### src/rtl/regfile_write_arbiter.sv
// ---------------------------------------------------------------------------
// regfile_write_arbiter
//
// Arbitrates two register-file write requesters (A: ALU writeback,
// B: load writeback) onto a single register-file write port.
//
// Arbitration
//   - A lone valid requester is always granted.
//   - When both are valid, the requester that did NOT win most recently is
//     granted (two-way round robin), so contention alternates A,B,A,B...
//   - Ready is combinational from the valids and last_grant, and is held
//     low while rst_n is low.
//
// Output stage
//   - A single register stage sits between acceptance and the register file.
//     An accepted legal write produces write_enable one cycle later, together
//     with its address and data.
//   - An accepted write to an unimplemented register (addr >= NUM_REGS) is
//     consumed but dropped: bad_addr pulses instead of write_enable, and a
//     saturating 8-bit drop counter is incremented.
//   - write_address/data_in hold their previous values whenever no legal write
//     is being presented.
//
// Ports
//   clk            in   sole clock, rising edge
//   rst_n          in   asynchronous active-low reset
//   a_valid/addr/data in  requester A write request
//   a_ready        out  requester A accepted this cycle
//   b_valid/addr/data in  requester B write request
//   b_ready        out  requester B accepted this cycle
//   write_enable   out  register file write strobe
//   write_address  out  register file write address
//   data_in        out  register file write data
//   bad_addr       out  one-cycle pulse for an accepted illegal address
//   last_grant     out  0 = A granted most recently, 1 = B
//   drop_count     out  saturating count of dropped illegal writes
// ---------------------------------------------------------------------------
module regfile_write_arbiter #(
    parameter int NUM_REGS = 24,
    parameter int ADDR_W   = 5,
    parameter int DATA_W   = 32
) (
    input  logic              clk,
    input  logic              rst_n,
    input  logic              a_valid,
    input  logic [ADDR_W-1:0] a_addr,
    input  logic [DATA_W-1:0] a_data,
    output logic              a_ready,
    input  logic              b_valid,
    input  logic [ADDR_W-1:0] b_addr,
    input  logic [DATA_W-1:0] b_data,
    output logic              b_ready,
    output logic              write_enable,
    output logic [ADDR_W-1:0] write_address,
    output logic [DATA_W-1:0] data_in,
    output logic              bad_addr,
    output logic              last_grant,
    output logic [7:0]        drop_count
);

    localparam int unsigned NUM_REGS_U = NUM_REGS;
    localparam logic [7:0]  DROP_MAX   = 8'hFF;

    // Registered state
    logic              write_enable_r;
    logic [ADDR_W-1:0] write_address_r;
    logic [DATA_W-1:0] data_in_r;
    logic              bad_addr_r;
    logic              last_grant_r;
    logic [7:0]        drop_count_r;

    // Combinational arbitration / next-state
    logic              grant_a_s;
    logic              grant_b_s;
    logic              xfer_s;
    logic [ADDR_W-1:0] sel_addr_s;
    logic [DATA_W-1:0] sel_data_s;
    logic [31:0]       sel_addr_ext_s;
    logic              addr_legal_s;

    logic              write_enable_nxt_s;
    logic [ADDR_W-1:0] write_address_nxt_s;
    logic [DATA_W-1:0] data_in_nxt_s;
    logic              bad_addr_nxt_s;
    logic              last_grant_nxt_s;
    logic [7:0]        drop_count_nxt_s;

    // Round-robin grant: lone requester wins, contention goes to the one not named by last_grant
    always_comb begin
        grant_a_s = 1'b0;
        grant_b_s = 1'b0;
        if (!rst_n) begin
            // Readies are forced low for the whole reset window.
            grant_a_s = 1'b0;
            grant_b_s = 1'b0;
        end else begin
            case ({a_valid, b_valid})
                2'b10: grant_a_s = 1'b1;
                2'b01: grant_b_s = 1'b1;
                2'b11: begin
                    if (last_grant_r) begin
                        grant_a_s = 1'b1;
                    end else begin
                        grant_b_s = 1'b1;
                    end
                end
                default: begin
                    grant_a_s = 1'b0;
                    grant_b_s = 1'b0;
                end
            endcase
        end
    end

    assign a_ready = grant_a_s;
    assign b_ready = grant_b_s;
    assign xfer_s  = grant_a_s | grant_b_s;

    // Select the granted request and classify its address
    always_comb begin
        sel_addr_s     = a_addr;
        sel_data_s     = a_data;
        if (grant_b_s) begin
            sel_addr_s = b_addr;
            sel_data_s = b_data;
        end else begin
            sel_addr_s = a_addr;
            sel_data_s = a_data;
        end
        // Compare in 32 bits so NUM_REGS == 2**ADDR_W cannot overflow.
        sel_addr_ext_s = 32'(sel_addr_s);
        addr_legal_s   = (sel_addr_ext_s < NUM_REGS_U);
    end

    // Next-state for the output stage, grant history and drop counter
    always_comb begin
        write_enable_nxt_s  = 1'b0;
        bad_addr_nxt_s      = 1'b0;
        write_address_nxt_s = write_address_r;
        data_in_nxt_s       = data_in_r;
        last_grant_nxt_s    = last_grant_r;
        drop_count_nxt_s    = drop_count_r;

        if (xfer_s) begin
            last_grant_nxt_s = grant_b_s;
            if (addr_legal_s) begin
                write_enable_nxt_s  = 1'b1;
                write_address_nxt_s = sel_addr_s;
                data_in_nxt_s       = sel_data_s;
            end else begin
                bad_addr_nxt_s = 1'b1;
                if (drop_count_r != DROP_MAX) begin
                    drop_count_nxt_s = drop_count_r + 8'd1;
                end else begin
                    drop_count_nxt_s = drop_count_r;
                end
            end
        end else begin
            last_grant_nxt_s = last_grant_r;
        end
    end

    // State registers; last_grant resets to B so A wins the first contention
    always_ff @(posedge clk or negedge rst_n) begin
        if (!rst_n) begin
            write_enable_r  <= 1'b0;
            write_address_r <= '0;
            data_in_r       <= '0;
            bad_addr_r      <= 1'b0;
            last_grant_r    <= 1'b1;
            drop_count_r    <= 8'd0;
        end else begin
            write_enable_r  <= write_enable_nxt_s;
            write_address_r <= write_address_nxt_s;
            data_in_r       <= data_in_nxt_s;
            bad_addr_r      <= bad_addr_nxt_s;
            last_grant_r    <= last_grant_nxt_s;
            drop_count_r    <= drop_count_nxt_s;
        end
    end

    assign write_enable  = write_enable_r;
    assign write_address = write_address_r;
    assign data_in       = data_in_r;
    assign bad_addr      = bad_addr_r;
    assign last_grant    = last_grant_r;
    assign drop_count    = drop_count_r;

endmodule

### config.mk
export PLATFORM = sky130hd
export DESIGN_NAME = regfile_write_arbiter
export DESIGN_NICKNAME = d
export VERILOG_FILES = /design/src/rtl/regfile_write_arbiter.sv
export SDC_FILE = /design/constraint.sdc
export NUM_CORES = 1
export LEC_CHECK = 0
export ABC_CLOCK_PERIOD_IN_PS = 2290
export BUFFER_PORTS_ARGS = -buffer_cell sky130_fd_sc_hd__buf_2
export CAP_MARGIN = 10
export CORE_MARGIN = 2
export CORE_UTILIZATION = 44
export DETAILED_ROUTE_END_ITERATION = 8
export GPL_TIMING_DRIVEN = 0
export PLACE_DENSITY = 0.91
export SYNTH_ARGS = -nofsm -noshare
export SYNTH_HDL_FRONTEND = slang
export SYNTH_SLANG_ARGS = --single-unit
### constraint.sdc
create_clock -name clk -period 2.29 [get_ports clk]
set_clock_uncertainty 0.1 [all_clocks]
set_input_delay 0.229 -clock clk [delete_from_list [all_inputs] [get_ports clk]]
set_output_delay 0.229 -clock clk [all_outputs]
set_load 0.03 [all_outputs]
After elaboration in Yosys (flattened, before gate mapping)
Cells that the tools add are included.
- register bits after elaboration: 48
- output and inout bits: 50
- word-level logic and storage cells: 28
- add/sub/neg operators: 1
- magnitude comparators: 1
- equality and inequality tests: 4
- mux-type cells: 12
- bitwise operators: 2
- reduce and logical (&&, ||, !) cells: 2
- operators by type and width (kind ; number):
    2-to-1 mux 32 bit ; 1
    adder 8 x 1 -> 8 bit, second input constant ; 1
    2-to-1 mux 1 bit ; 8
    inequality test 8 bit, second input constant ; 1
    < comparator 5 bit, second input constant ; 1
    2-to-1 mux 5 bit ; 1
    equality test 2 bit, second input constant ; 2
    one-hot mux 1 bit (2 select lines) ; 2
    AND reduction 3 bit ; 1
    equality test 2 x 1 -> 1 bit, second input constant ; 1
    AND reduction 2 bit ; 1
    NOT 1 bit ; 1
    OR 1 bit ; 1

Depth between registers and ports, before layout
Gate-level depths: netlist of the first run.
- depth after elaboration: 7
- mapped depth: 6

Worst setup path after synthesis of the first run
OpenSTA, ideal clock, no wires.
- path kind: reg2reg
- start point: reg drop_count_r[0] (netlist: drop_count[0])
- end point: reg drop_count_r[1] (netlist: drop_count[1])
- library setup time: 128 ps
- arrival: 1755 ps
- setup slack: 308 ps
- cell stages (with the launch flop): 6
- period minus slack after synthesis: 1982 ps
- cells stage by stage: dfrtp_1 > ha_1 > nand2_1 > or3_1 > and2_1 > mux2_1
- cells in the longest elaborated chain, start to end: 2
- ends and longest elaborated chain (item ; line ; RTL):
    start, declared ; 70 ; logic [7:0] drop_count_r;
    start signal, assigned ; 178 ; drop_count_r <= drop_count_nxt_s;
    branches (longest 2 deep; another with adder 8 x 1 -> 8 bit) ; - ;
Parallel ways; which one is timed is not known.
A chain may end at the register's enable or synchronous reset.

Worst setup path in the final report of the first run
- start point: reg last_grant_r (netlist: last_grant)
- end point: out b_ready
- cells in the longest elaborated chain, start to end: 3
- ends and longest elaborated chain (item ; line ; RTL):
    start, declared ; 69 ; logic last_grant_r;
    start signal, assigned ; 177 ; last_grant_r <= last_grant_nxt_s;
    2-to-1 mux 1 bit ; 101 ; if (last_grant_r) begin
    one-hot mux 1 bit (2 select lines) ; 97 ; case ({a_valid, b_valid})
    2-to-1 mux 1 bit ; 92 ; if (!rst_n) begin
    end, declared ; 52 ; output logic b_ready,
Every way passes these cells.

==> results of run 1 <==
## layer usage
metal | global-route usage | vias to the layer above | part of all wire
met4 | 0.0933 | 0 | 0.018
met5 | 0 | - | 0
met1 | 0.225 | 947 | 0.39
met3 | 0.0402 | 11 | 0.062
met2 | 0.370 | 98 | 0.53
li1 | - | 1010 | -
## cell families after synthesis
| logic type | count (synthesis) | share of synthesized area |
|---|---|---|
| flip-flops | 48 | 0.540 |
| AND/OR/NAND/NOR | 55 | 0.107 |
| XOR/XNOR | 5 | 0.0197 |
| multiplexers | 37 | 0.167 |
| buffers and inverters | 17 | 0.0315 |
| adder cells (fa/ha/maj) | 1 | 0.00562 |
| AO/OA/AOI/OAI | 50 | 0.129 |
## power breakdown
group | internal (mW) | switching, mW
clock | 0.246 | 0.256
sequential | 1.03 | 0.126
combinational | 0.329 | 0.692
total | 1.61 | 1.07
## metrics by stage
stage	TNS (ns)	worst slack (ns)
after floorplan	0	0.308
after global placement	-12.16	-0.447
after detailed placement	-16.34	-0.541
after CTS	0	0.0280
after global routing	0	0.0191
final	0	0.123
## area by class of cell
| type | count | area [um^2] | share of cell area |
|---|---|---|---|
| clock buffers | 8 | 90.1 | 0.0292 |
| repair buffers | 129 | 679 | 0.220 |
| flip-flops and latches | 48 | 1200 | 0.389 |
| inverters | 6 | 22.5 | 0.00729 |
| well taps | 67 | 83.8 | 0.0271 |
| plain buffers | 11 | 50.0 | 0.0162 |
| multi-input cells | 148 | 960 | 0.311 |
## placed cells by master, fill, tap and decap left out, drive strengths merged, types with 2 or more instances in the layout
cell type / netlist / routed
nor2: 3 / 3
a21oi: 6 / 6
nand2: 39 / 39
clkbuf: 6 / 15
nor3: 2 / 2
nand3: 3 / 3
o32ai: 2 / 2
xor2: 5 / 5
a31oi: 2 / 2
dfrtp: 47 / 47
mux2i: 36 / 36
buf: 5 / 132
inv: 6 / 6
nand4: 2 / 2
or3: 2 / 2
o21ai: 37 / 37
## synthesized netlist by cell type
cell type,instances
a21bo_2,1
a21boi_1,1
a21oi_1,6
a22o_2,1
a31oi_1,2
and2_1,1
buf_2,5
clkbuf_1,6
dfrtp_1,47
dfstp_2,1
ha_1,1
inv_1,6
mux2_1,1
mux2i_1,36
nand2_1,39
nand3_1,3
nand4_1,2
nand4b_1,1
nor2_1,3
nor2b_2,1
nor3_1,2
nor4_1,1
o21ai_0,4
o21ai_1,33
o32ai_2,2
or3_1,2
xor2_1,5
## timing repair
item / CTS / global route
hold endpoints to repair: 47 / 0
hold buffers: 2 / 0
pin swaps: 0 / 0
gates resized for setup: 3 / 2
setup endpoints to repair: 32 / 36
## state kept, by name, indices dropped and copies added (netlist names)
register and cells:
data_in 32, drop_count 8, write_address 5, bad_addr 1, last_grant 1, write_enable 1
## how the worst max path moves through the flow
stage                                           end                       from  slack, ns  cells past startpoint
final                                       b_ready     last_grant$_DFFE_PN1P_       0.12                      5
after global routing                        b_ready     last_grant$_DFFE_PN1P_       0.02                      5
after CTS                    data_in[9]$_DFFE_PN0P_     last_grant$_DFFE_PN1P_       0.03                      5
after detailed placement                    b_ready                      rst_n      -0.54                      6
after global placement                      b_ready                      rst_n      -0.45                      6
after floorplan           drop_count[1]$_DFFE_PN0P_  drop_count[0]$_DFFE_PN0P_       0.31                      5
==> reports/results.ini, run 1 <==
[floorplan]
placementRows=25
die_w_um=75.1
die-area_mm2=0.00564
ioPinCount=128
core_area_mm2=0.00479
initial_core_util=0.465
die_height_um=75.1

[timing]
slew_headroom=0.666
tightest_slew_ns=0.501
hold_viol=0
setup_viol=0
fin_crit_sh=0.946
grt_setup_unrepaired=no
max_freq_mhz=461
holdWs_ns=0.0521
slew_viol_final=0
fin_crit_ns=2.17

[critical_path]
crit_path_end_kind=output port
path_cells=a21boi_1 -> nand2_2 -> clkbuf_4 -> inv_1 -> buf_2
cp_max_fo=10
worstPathArrival_ns=1.84
start_kind=flop
critPathBufInv=3
critPathSlowestCell=dfstp_2
slowest_delay_ns=0.59
reg2reg_to=data_in[9]$_DFFE_PN0P_
r2r-start=last_grant$_DFFE_PN1P_
required_ns=1.96
path_class=reg -> out
r2r_cells=5
crit_family=flip-flops
ff2ff_setup_slack_ns=0.24

[clock_tree]
cts_root_buffer=clkbuf_8
htreeDepth=2
cts_made_buffers=5
clk_pin_slew_worst_paths_ns=0.08
cts_tree=built
cts.sinks=48
clk_latency_ns=0.29
cts_setup_buffers=0
clk_path_buf_depth=2

[grt]
grt_max_degree=48
gr-total-overflow=0
grt_usage=0.202
grt_pass1_wl_um=8530
antenna_found_initial=0
grt_pass1_vias=1976

[finish]
nNetsFinal=428
drive_gt1_frac=0.420
fin_area_mm2=0.00309
nFillCells=413
antenna_cells=0
fin_util=0.645
final_cells=417
area_growth_pct=38.7

[synth]
netlist.area_leader.share=0.528
ys_seq_area_frac=0.540
syn_inst=213
synth_warnings=0
synth_seq_cells=48
syn_area_per_cell_um2=10.5
synthTopCellsByArea=dfrtp_1 (53%), mux2i_1 (16%), o21ai_1 (7.4%)
synth_area_mm2=0.00223
syn_nets=292
ys_types=27
synth_top_area_cell=dfrtp_1

[detailed_routing]
drt-wirelength-per-cell_um=13.5
ant_nets=0
via_count=2066
firstDrtPassIters=4
via_per_inst=4.95
routed_wl_um=5630
drt_iter0_drc=76
drc=0

[placed_design]
placed_cell_area_mm2=0.00295
portBuffers=127
routabilityCongestion=0.841
dp_hpwl_um=4320
dp.cells=407

[power_and_ir_drop]
cellLeakagePower_nw=1.80
ir_drop_mv=0.456
power.density_mw_per_mm2=869
power.total_mw=2.68

[run_status]
status=finished clean

[worst_hold_path]
min_delay_worst_endpoint=last_grant$_DFFE_PN1P_
min_path_cells=2
hold_path.class=in -> reg
hold_start=a_valid

[job]
cap_viol_max_count=0

No activity file was read; power rests on OpenSTA's default activity.
==> run 2, diff against run 1 <==
--- a/config.mk
+++ b/config.mk
@@ -5,14 +5,15 @@
 export SDC_FILE = /design/constraint.sdc
 export NUM_CORES = 1
 export LEC_CHECK = 0
+export ABC_AREA = 1
 export ABC_CLOCK_PERIOD_IN_PS = 2290
 export BUFFER_PORTS_ARGS = -buffer_cell sky130_fd_sc_hd__buf_2
 export CAP_MARGIN = 10
 export CORE_MARGIN = 2
-export CORE_UTILIZATION = 44
+export CORE_UTILIZATION = 45
 export DETAILED_ROUTE_END_ITERATION = 8
 export GPL_TIMING_DRIVEN = 0
-export PLACE_DENSITY = 0.91
+export PLACE_DENSITY = 0.9
 export SYNTH_ARGS = -nofsm -noshare
 export SYNTH_HDL_FRONTEND = slang
 export SYNTH_SLANG_ARGS = --single-unit
==> run 2 against run 1 <==
Synthesized area is 16% higher; flip-flop and latch count unchanged; synthesized cell count rose by 69%; total power grew 6.1%; largest power group unchanged; utilization fell by 1.7 points; clock power rose by 33%; non-clock buffer count grew 6; critical path type unchanged; highest routed layer unchanged; wire length up 24%.
==> reports/results.ini, run 2 <==
[detailed_routing]
drt_iter0_drc=96
firstDrtPassIters=4
drc=0
ant_nets=0
routed_wl_um=7000
drt-wirelength-per-cell_um=12.3
via_per_inst=4.84
via_count=2761

[floorplan]
initial_core_util=0.466
ioPinCount=128
core_area_mm2=0.00554
die_w_um=79.8
die-area_mm2=0.00636
placementRows=27
die_height_um=79.8

[finish]
nNetsFinal=576
ff_latch_area_mm2=0.00120
largest_register_ffs=32
fin_util=0.628
antenna_cells=0
fin_area_mm2=0.00348
nFillCells=512
area_growth_pct=34.7
drive_gt1_frac=0.329
mostFrequentLayoutCells=nand2_1 (208), buf_2 (136), nand3_1 (49), dfrtp_1 (47), inv_1 (13)
final_common_cell=nand2_1
multiInputGateArea_mm2=0.00122

[grt]
grt_max_degree=48
gr-total-overflow=0
grt_pass1_vias=2674
grt_pass1_wl_um=11300
antenna_found_initial=0
grt_usage=0.226

[power_and_ir_drop]
power.density_mw_per_mm2=818
internal_power_mw=1.74
seq_power_share=0.400
switchingPower_mw=1.11
ir_drop_mv=0.651
cellLeakagePower_nw=2.14
power.share.clock=0.234
power.total_mw=2.85
p_comb_frac=0.366
p_sw_frac=0.389

[synth]
ys_types=25
netlist.area_leader.share=0.455
yosysMostFrequentCell=nand2_1
syn_inst=361
syn_nets=440
synthArstFlopShare=1.00
synth_top_area_cell=dfrtp_1
synth_area_mm2=0.00258
synth_seq_cells=48
ys_seq_area_frac=0.466
synthTopCellsByCount=nand2_1 (208), nand3_1 (49), dfrtp_1 (47)
synth_warnings=0
synth_edf_count=0
syn_area_per_cell_um2=7.15
synthTopCellsByArea=dfrtp_1 (46%), nand2_1 (30%), nand3_1 (9.5%)
synth_ff_type=dfrtp_1

[critical_path]
crit_family=buffers and inverters
r2r_cells=7
cp_common_cell=buf_2
r2r-start=drop_count[0]$_DFFE_PN0P_
critPathSlowestCell=a21oi_2
reg2reg_to=drop_count[4]$_DFFE_PN0P_
slowest_delay_ns=0.44
cp-startpoint=last_grant$_DFFE_PN1P_
start_kind=flop
path_class=reg -> out
crit_path_end_kind=output port
critPathBufInv=2
worstPathArrival_ns=1.70
path_cells=a21oi_2 -> buf_2 -> buf_2
cp_max_fo=10
required_ns=1.96
ff2ff_setup_slack_ns=0.43

[placed_design]
placed_cell_area_mm2=0.00331
portBuffers=127
dp_hpwl_um=5180
routabilityCongestion=0.799
dpl_worst_slack_ns=-0.469

[timing]
slew_headroom=0.643
worst_slack_ns=0.260
max_freq_mhz=493
tightest_slew_ns=0.535
fin_crit_sh=0.887
fin_crit_ns=2.03
hold_viol=0
grt_setup_unrepaired=no
setup_viol=0
slew_viol_final=0

[job]
cap_viol_max_count=0

[clock_tree]
clk_pin_slew_worst_paths_ns=0.09
cts.sinks=48
clk_latency_ns=0.29
clk_path_buf_depth=2
cts_tree=built
htreeDepth=2
cts_root_buffer=clkbuf_8
cts_made_buffers=5

[run_status]
status=finished clean

[worst_hold_path]
min_path_cells=5
min_delay_worst_endpoint=data_in[20]$_DFFE_PN0P_
hold_path.class=in -> reg
hold_start=b_data[20]

[run 2: per-stage QoR]
step	instances	TNS, ns	hold slack [ns]
after global placement	560	-11.95	0.381
after global routing	570	0	0.113
final	570	0	0.113
after CTS	570	0	0.105
after detailed placement	560	-15.51	0.388
after floorplan	361	0	-0.167
[run 2: cells by family (layout without fill, tap and decap cells)]
group	count (synthesis)	count (layout)	synth area share
AOI/OAI and AO/OA	7	7	0.0204
xor gates and xnor gates	4	4	0.0136
adders and majority gates	1	1	0.00484
buffers and inverters	32	169	0.0630
DFF	48	48	0.466
and+or+nand+nor	269	269	0.433
[run 2: how the worst max path moves through the flow]
stage,endpoint,slack (ns),cells after the start
5_1_grt,b_ready,0.18,3
2_1_floorplan,a_ready,0.49,2
3_3_place_gp,b_ready,-0.40,5
6_report,b_ready,0.26,3
4_1_cts,b_ready,0.21,3
3_5_place_dp,b_ready,-0.47,5
[run 2: metal layers]
| layer | up-vias | part of all wire | global-route usage |
|---|---|---|---|
| met4 | 0 | 0.0073 | 0.0576 |
| met1 | 1273 | 0.43 | 0.266 |
| met5 | - | 0 | 0 |
| met2 | 86 | 0.50 | 0.417 |
| li1 | 1396 | - | - |
| met3 | 6 | 0.064 | 0.0475 |
[run 2: final cells by class]
class                           instances  area share
Multi-Input combinational cell        281       0.350
Timing Repair Buffer                  129       0.195
Sequential cell                        48       0.346
Inverter                               15      0.0162
Clock buffer                            7      0.0277
Buffer                                 17      0.0306
Tap cell                               72      0.0259
Clock inverter                          1     0.00863
[run 2: power by group through the flow]
stage	Combinational (mW)	Sequential (mW)	Clock (mW)
after floorplan	0.342	1.49	0
after global placement	1.01	1.14	0
after detailed placement	1.04	1.15	0
after CTS	1.05	1.14	0.681
after global routing	1.13	1.16	0.713
final	1.04	1.14	0.667
[run 2: worst register-to-register path: cells and delay by family (launching register included)]
family	cells	cell delay [ns]
fa+ha+maj	1	0.25
flops	1	0.43
simple gates	6	0.97
[run 2: repair_timing]
action                     4_1_cts  5_1_grt
setup endpoints to repair       33        0
hold buffers                     2        0
resized for setup                2        0
setup buffers                    0        0
hold endpoints to repair        47        0
==> run 3, diff against run 2 <==
--- a/config.mk
+++ b/config.mk
@@ -11,6 +11,7 @@
 export CAP_MARGIN = 10
 export CORE_MARGIN = 2
 export CORE_UTILIZATION = 45
+export CTS_BUF_LIST = sky130_fd_sc_hd__clkbuf_16
 export DETAILED_ROUTE_END_ITERATION = 8
 export GPL_TIMING_DRIVEN = 0
 export PLACE_DENSITY = 0.9
==> run 3 against run 2 <==
Via count increased by 1.2%; sequential power about the same; cell count unchanged; non-clock buffer count unchanged; flip-flop and latch count unchanged; critical path type unchanged; largest cell class unchanged.
==> reports/results.ini, run 3 (synthesis results as in run 2) <==
[run_status]
status=finished clean

[grt]
grt_pass1_wl_um=11300
grt_max_degree=48
antenna_found_initial=0
grt_pass1_vias=2667
gr-total-overflow=0
grt_usage=0.227

[detailed_routing]
via_per_inst=4.90
drt-wirelength-per-cell_um=12.3
routed_wl_um=7020
drt_iter0_drc=108
via_count=2794
drc=0
ant_nets=0
firstDrtPassIters=4

[power_and_ir_drop]
ir_drop_mv=0.719
power.density_mw_per_mm2=850
cellLeakagePower_nw=2.15

[timing]
fin_crit_sh=0.878
max_freq_mhz=497
slew_headroom=0.646
slew_viol_final=0
tightest_slew_ns=0.532
fin_crit_ns=2.01
hold_viol=0
setup-tns-final_ns=0
grt_setup_unrepaired=no
setup_viol=0
worst_slack_ns=0.279

[worst_hold_path]
hold_path.class=in -> reg
min_delay_worst_endpoint=data_in[3]$_DFFE_PN0P_
min_path_cells=5
hold_start=b_data[3]

[placed_design]
dpl_worst_slack_ns=-0.469
routabilityCongestion=0.799
portBuffers=127
dp_hpwl_um=5180

[critical_path]
worstPathArrival_ns=1.68
critPathBufInv=2
r2r-start=drop_count[0]$_DFFE_PN0P_
reg2reg_to=drop_count[4]$_DFFE_PN0P_
path_cells=a21oi_2 -> buf_2 -> buf_2
ff2ff_setup_slack_ns=0.44
path_class=reg -> out
critPathSlowestCell=a21oi_2
cp_common_cell=buf_2
r2r_cells=7
crit_family=buffers and inverters
required_ns=1.96
crit_path_end_kind=output port
start_kind=flop
cp_max_fo=10
slowest_delay_ns=0.44

[floorplan]
die-area_mm2=0.00636
core_area_mm2=0.00554
initial_core_util=0.466
die_height_um=79.8
ioPinCount=128
die_w_um=79.8
placementRows=27

[finish]
nNetsFinal=576
final_common_cell=nand2_1
ff_latch_area_mm2=0.00120
largest_register_ffs=32
area_growth_pct=36.1
drive_gt1_frac=0.325
mostFrequentLayoutCells=nand2_1 (208), buf_2 (136), nand3_1 (49), dfrtp_1 (47), inv_1 (13)
fin_util=0.634
nFillCells=505
multiInputGateArea_mm2=0.00122
antenna_cells=0

[clock_tree]
clk_pin_slew_worst_paths_ns=0.06
cts_tree=built
cts_root_buffer=clkbuf_16
cts.sinks=48
clk_latency_ns=0.28
clk_path_buf_depth=2
htreeDepth=2
cts_made_buffers=5

[job]
cap_viol_max_count=0

run 3: timing repair:
item / CTS / global route
buffers inserted: 0 / 0
resized for setup: 2 / 0
setup endpoints to repair: 38 / 0
endpoints found under the hold margin: 47 / 0
hold buffers: 2 / 0
run 3: how the worst max path moves through the flow:
| stage | to | startpoint | depth (start not counted) |
|---|---|---|---|
| after CTS | b_ready | last_grant$_DFFE_PN1P_ | 3 |
| after floorplan | a_ready | last_grant$_DFFE_PN1P_ | 2 |
| after global routing | b_ready | last_grant$_DFFE_PN1P_ | 3 |
| after detailed placement | b_ready | rst_n | 5 |
| final | b_ready | last_grant$_DFFE_PN1P_ | 3 |
| after global placement | b_ready | rst_n | 5 |
run 3: worst reg2reg max path, stage by stage (launching register included):
cell,delay (ns)
dfrtp_1,0.42
ha_1,0.25
nand3_1,0.13
nor2_1,0.08
nand2_1,0.27
nand4_2,0.29
nand2_1,0.13
nand2_1,0.06
run 3: report_power, final:
part / switching, mW / internal (mW)
sequential: 0.121 / 1.02
combinational: 0.707 / 0.335
clock: 0.298 / 0.507
run 3: area by class of cell:
type / instances / area share
clock inverter: 3 / 0.0107
tap: 72 / 0.0256
timing repair buffer: 129 / 0.193
multi-input combinational: 281 / 0.346
inverter: 15 / 0.0160
buffer: 17 / 0.0303
clock buffer: 5 / 0.0356
sequential: 48 / 0.342
run 3: metrics by stage:
step                      instance area [um^2]  power (mW)  instances  hold WS, ns
after CTS                                 3510        3.02        570        0.127
after detailed placement                  3310        2.19        560        0.388
after global routing                      3510        3.16        570        0.138
after global placement                    3310        2.15        560        0.381
final                                     3510        2.99        570        0.130
after floorplan                           2580        1.83        361       -0.167
run 3: routing by layer:
metal / global-route usage / share of wire / up-vias
met4: 0.0576 / 0.0091 / 0
li1: - / - / 1399
met5: 0 / 0 / -
met2: 0.419 / 0.50 / 100
met1: 0.267 / 0.42 / 1287
met3: 0.0475 / 0.071 / 8
